<file path="src/rtl/obi_data_bus_demux.sv">
// 1-to-N demultiplexer for an OBI-style data port with base/mask address decode,
// in-order response tracking and a local error responder for unmapped addresses.
module obi_data_bus_demux #(
  parameter int                          N_SLAVES        = 2,
  parameter int                          ADDR_W          = 32,
  parameter int                          DATA_W          = 32,
  parameter int                          MAX_OUTSTANDING = 2,
  parameter logic [N_SLAVES*ADDR_W-1:0]  SLV_BASE        = '0,
  parameter logic [N_SLAVES*ADDR_W-1:0]  SLV_MASK        = '0,
  parameter logic [31:0]                 ERR_RDATA       = 32'hBADC0DE5
) (
  input  logic                                clk_i,
  input  logic                                rst_i,
  input  logic                                m_req_i,
  input  logic [ADDR_W-1:0]                   m_addr_i,
  input  logic                                m_we_i,
  input  logic [DATA_W/8-1:0]                 m_be_i,
  input  logic [DATA_W-1:0]                   m_wdata_i,
  output logic                                m_gnt_o,
  output logic                                m_rvalid_o,
  output logic [DATA_W-1:0]                   m_rdata_o,
  output logic                                m_err_o,
  output logic [N_SLAVES-1:0]                 s_req_o,
  output logic [N_SLAVES*ADDR_W-1:0]          s_addr_o,
  output logic [N_SLAVES-1:0]                 s_we_o,
  output logic [N_SLAVES*(DATA_W/8)-1:0]      s_be_o,
  output logic [N_SLAVES*DATA_W-1:0]          s_wdata_o,
  input  logic [N_SLAVES-1:0]                 s_gnt_i,
  input  logic [N_SLAVES-1:0]                 s_rvalid_i,
  input  logic [N_SLAVES*DATA_W-1:0]          s_rdata_i,
  output logic                                spurious_rsp_o
);

  localparam int ID_W  = $clog2(N_SLAVES + 1);
  localparam int CNT_W = $clog2(MAX_OUTSTANDING + 1);
  localparam logic [ID_W-1:0]   ERR_ID   = ID_W'(N_SLAVES);
  localparam logic [CNT_W-1:0]  CNT_MAX  = CNT_W'(MAX_OUTSTANDING);
  localparam logic [DATA_W-1:0] ERR_DATA = DATA_W'(ERR_RDATA);

  logic [CNT_W-1:0]  count;
  logic [ID_W-1:0]   last_target;
  logic              err_rvalid_q;
  logic [ID_W-1:0]   target;
  logic              tgt_gnt;
  logic              stall;
  logic              accepted;
  logic              sel_rvalid;
  logic [DATA_W-1:0] sel_rdata;
  logic              slave_rvalid;
  logic              spur_any;

  // Iterating downwards lets the lowest matching slave index win.
  always_comb begin
    target = ERR_ID;
    for (int k = N_SLAVES - 1; k >= 0; k--) begin
      if ((m_addr_i & SLV_MASK[k*ADDR_W +: ADDR_W]) == SLV_BASE[k*ADDR_W +: ADDR_W])
        target = ID_W'(k);
    end
  end

  always_comb begin
    tgt_gnt = (target == ERR_ID);
    s_req_o = '0;
    for (int k = 0; k < N_SLAVES; k++) begin
      if (target == ID_W'(k)) begin
        tgt_gnt    = s_gnt_i[k];
        s_req_o[k] = m_req_i & ~stall;
      end
    end
  end

  // Holding off a target switch until the pipe drains keeps responses in order.
  assign stall    = (count == CNT_MAX) || ((count != '0) && (target != last_target));
  assign m_gnt_o  = ~stall & m_req_i & tgt_gnt;
  assign accepted = m_req_i & m_gnt_o;

  assign s_addr_o  = {N_SLAVES{m_addr_i}};
  assign s_we_o    = {N_SLAVES{m_we_i}};
  assign s_be_o    = {N_SLAVES{m_be_i}};
  assign s_wdata_o = {N_SLAVES{m_wdata_i}};

  // ERR_ID never matches a slave index, so an error target selects nothing here.
  always_comb begin
    sel_rvalid = 1'b0;
    sel_rdata  = '0;
    spur_any   = 1'b0;
    for (int k = 0; k < N_SLAVES; k++) begin
      if (last_target == ID_W'(k)) begin
        sel_rvalid = s_rvalid_i[k];
        sel_rdata  = s_rdata_i[k*DATA_W +: DATA_W];
      end
      if (s_rvalid_i[k] && ((count == '0) || (last_target != ID_W'(k))))
        spur_any = 1'b1;
    end
  end

  assign slave_rvalid = (count != '0) & sel_rvalid;
  assign m_rvalid_o   = err_rvalid_q | slave_rvalid;
  assign m_err_o      = err_rvalid_q;
  assign m_rdata_o    = err_rvalid_q ? ERR_DATA : (slave_rvalid ? sel_rdata : '0);

  always_ff @(posedge clk_i) begin
    if (rst_i) begin
      count          <= '0;
      last_target    <= '0;
      err_rvalid_q   <= 1'b0;
      spurious_rsp_o <= 1'b0;
    end else begin
      count          <= count + CNT_W'(accepted) - CNT_W'(m_rvalid_o);
      err_rvalid_q   <= accepted & (target == ERR_ID);
      spurious_rsp_o <= spur_any;
      if (accepted)
        last_target <= target;
    end
  end

  // The stall logic must make counter overflow and underflow unreachable.
  always @(posedge clk_i) begin
    if (!rst_i) begin
      assert (!(accepted && !m_rvalid_o && (count == CNT_MAX)));
      assert (!(m_rvalid_o && !accepted && (count == '0)));
    end
  end

endmodule

</file>
<file path="config.mk">
export PLATFORM = sky130hd
export DESIGN_NAME = obi_data_bus_demux
export DESIGN_NICKNAME = d
export VERILOG_FILES = /design/src/rtl/obi_data_bus_demux.sv
export SDC_FILE = /design/constraint.sdc
export NUM_CORES = 1
export LEC_CHECK = 0
export BUFFER_PORTS_ARGS = -buffer_cell sky130_fd_sc_hd__buf_2
export CAP_MARGIN = 20
export CORE_AREA = 2 2 122 124
export DETAILED_ROUTE_END_ITERATION = 6
export DIE_AREA = 0 0 124 126
export MAX_ROUTING_LAYER = met4
export SLEW_MARGIN = 25
export SYNTH_ARGS = -nofsm -noshare
export SYNTH_HDL_FRONTEND = slang
export SYNTH_SLANG_ARGS = --single-unit
export TNS_END_PERCENT = 30
</file>
<file path="constraint.sdc">
create_clock -name clk_i -period 1.8 [get_ports clk_i]
set_input_delay 0.18 -clock clk_i [delete_from_list [all_inputs] [get_ports clk_i]]
set_output_delay 0.18 -clock clk_i [all_outputs]
set_load 0.005 [all_outputs]
</file>
==> impl_metrics.csv <==
group,metric,value,unit
setup_path,worst_ep_arrival_time,1.39,ns
timing,clock_skew,0.0006649,ns
global_routing,grt_start_max_net_pins,33,
route,drtPass1Iterations,2,
setup_path,cp_max_fo,32,
pwr,p_per_area,867.5,nW/um2
die,io_pins,316,
die,die_y,126,um
die,core,14310,um2
global_routing,grt_pass1_wl,4436,um
final_layout,final_common_cell,"buf_2",
clocking,cts_setup_buffers,0,
clocking,clk_pin_slew_worst_paths,0.03,ns
timing,slew_violations,0,
final_layout,drive_gt1_share,60.47,%
die,rows,44,
logic_synthesis,synthesis.area,1465,um2
setup_path,cp.required,1.62,ns
clocking,clk_path_buf_depth,2,
final_layout,layout_common_cells,"buf_2 (73), and2_1 (32), inv_1 (3), clkbuf_16 (3), dfxtp_1 (3)",
run_status,status,"finished clean",
logic_synthesis,netlist-cell-type-count,16,
final_layout,areaGrowthSynthToFinish,-26.90,%
final_layout,postLayoutCellArea,1071,um2
clocking,cts_max_level,1,
timing,post-route-min-period,1.566,ns
logic_synthesis,synthCells,193,
final_layout,multiInputGateArea,312.8,um2
logic_synthesis,ys_seq_area_share,4.099,%
final_layout,final_cells,315,
min_path,hold_path_class,"in -> reg",
timing,max_freq,0.6386,GHz
logic_synthesis,syn_avg_cell_area,7.591,um2
route,antenna_left,0,
placed_design,place_inst,309,
timing,hold_viol,0,
route,wl_per_cell,11.65,um
pwr,vdd_drop_max,145.7,uV
setup_path,cp-start-kind,"flip-flop",
setup_path,cp_slowest_cell,"dfxtp_1",
placed_design,io_buffers,73,
final_layout,seqCellArea,60.06,um2
logic_synthesis,yosys_warnings,0,
global_routing,antenna_found_initial,2,
clocking,tritoncts,"yes",
final_layout,nets,272,
global_routing,grt_pass1_vias,706,
job,maxCapViolCount,0,
route,via_per_inst,2.432,
route,wirelength,3671,um
clocking,insertion_delay,0.22,ns
die,die_w,124,um
placed_design,gp_congestion,0.5531,
die,die-area,15620,um2
clocking,post_cts_resized,0,
clocking,postCtsHoldBufs,0,
route,routed-via-count,766,
setup_path,path_cells,"o21a_2 > buf_4 > and2_1 > buf_2",
setup_path,path_class,"reg -> out",
timing,rsz0062_at_grt,"no",
setup_path,end_kind,"output pin",
pwr,leakagePower,0.5714,nW
setup_path,slowest_delay,0.40,ns
timing,finalSetupViolCount,0,
timing,fin_crit_sh,87.00,%
placed_design,place_area,987.2,um2
clocking,clock_sinks,3,
route,drcViolationCount,0,
die,initial_core_util,10.24,%
clocking,cts-buffers-inserted,3,
clocking,cts_root_buf,"clkbuf_16",
final_layout,fill_cells,1694,
route,drtIter0Drc,4,
logic_synthesis,ys_ff_latch,3,
global_routing,grt_usage,4.249,%
global_routing,overflow,0,
timing,fin_setup_tns,0,ns
-- per-layer routing --
layer  GRT usage [%]  wire length (um)
met5               -                 0
met4           6.081               545
met3           4.212               922
met2           6.303              1541
met1           1.776               661
-- cells by family after synthesis --
group,Yosys count,synth area share [%]
DFF,3,4.099
xor gates and xnor gates,1,1.537
other,1,0.2559
AOI/OAI and AO/OA,5,2.648
and+or+nand+nor,35,14.94
buffers and inverters,146,74.81
adders and majority gates,2,1.708
-- worst max-delay path: cells and delay by family (launching register included) --
kind                   cells  cell delay (ns)
DFF                        1             0.40
buffers and inverters      2             0.39
AOI/OAI and AO/OA          1             0.20
and+or+nand+nor            1             0.16
-- cells in the mapped netlist --
master | count | area, um2
o211a_1 | 1 | 10.01
o21a_2 | 1 | 8.760
o211ai_1 | 1 | 7.510
o21a_1 | 1 | 7.510
and2_1 | 32 | 200.2
buf_4 | 140 | 1051
dfxtp_1 | 3 | 60.06
inv_1 | 3 | 11.26
conb_1 | 1 | 3.750
nor2_1 | 1 | 3.750
buf_6 | 3 | 33.78
ha_1 | 2 | 25.02
xnor3_1 | 1 | 22.52
nor2b_1 | 1 | 6.260
a21oi_1 | 1 | 5.000
or3b_1 | 1 | 8.760
-- flip-flops by register name (all words and copies together) (netlist names) --
signal and count:
count 2, spurious_rsp_o 1
-- power breakdown --
part	internal [mW]	switching (mW)	leakage [nW]	total (mW)
sequential	0.0887	0.0215	0.0249	0.110
combinational	0.264	0.206	0.508	0.470
clock	0.292	0.0567	0.0382	0.349
total	0.645	0.284	0.571	0.929
-- worst paths after layout --
kind	slack (ns)	to	cells after the start	startpoint
hold reg to reg	0.59	spurious_rsp_o$_SDFF_PP0_	2	count[1]$_SDFF_PP0_
hold / removal	0.15	spurious_rsp_o$_SDFF_PP0_	2	rst_i
setup reg to reg	0.38	count[1]$_SDFF_PP0_	6	count[0]$_SDFF_PP0_
setup / recovery	0.23	m_rdata_o[8]	4	count[0]$_SDFF_PP0_
-- stage by stage --
step	power [mW]	util, %	setup WS (ns)	hold WS [ns]
after floorplan	0.6565	-	0.3146	0.2491
after global placement	0.6021	6.897	0.3719	0.3601
after global routing	1.036	7.483	0.05476	0.1605
final	0.9291	7.483	0.2340	0.1455
after detailed placement	0.6063	6.897	0.3546	0.3601
after CTS	0.9626	7.448	0.1409	0.1498
-- layout make-up --
| class | instances | share of cell area, % |
|---|---|---|
| Antenna cell | 2 | 0.4673 |
| Clock buffer | 4 | 7.360 |
| Inverter | 3 | 1.051 |
| Tap cell | 184 | 21.50 |
| Multi-Input combinational cell | 45 | 29.21 |
| Timing Repair Buffer | 74 | 34.81 |
| Sequential cell | 3 | 5.607 |
(Power assumes the default switching activity.)
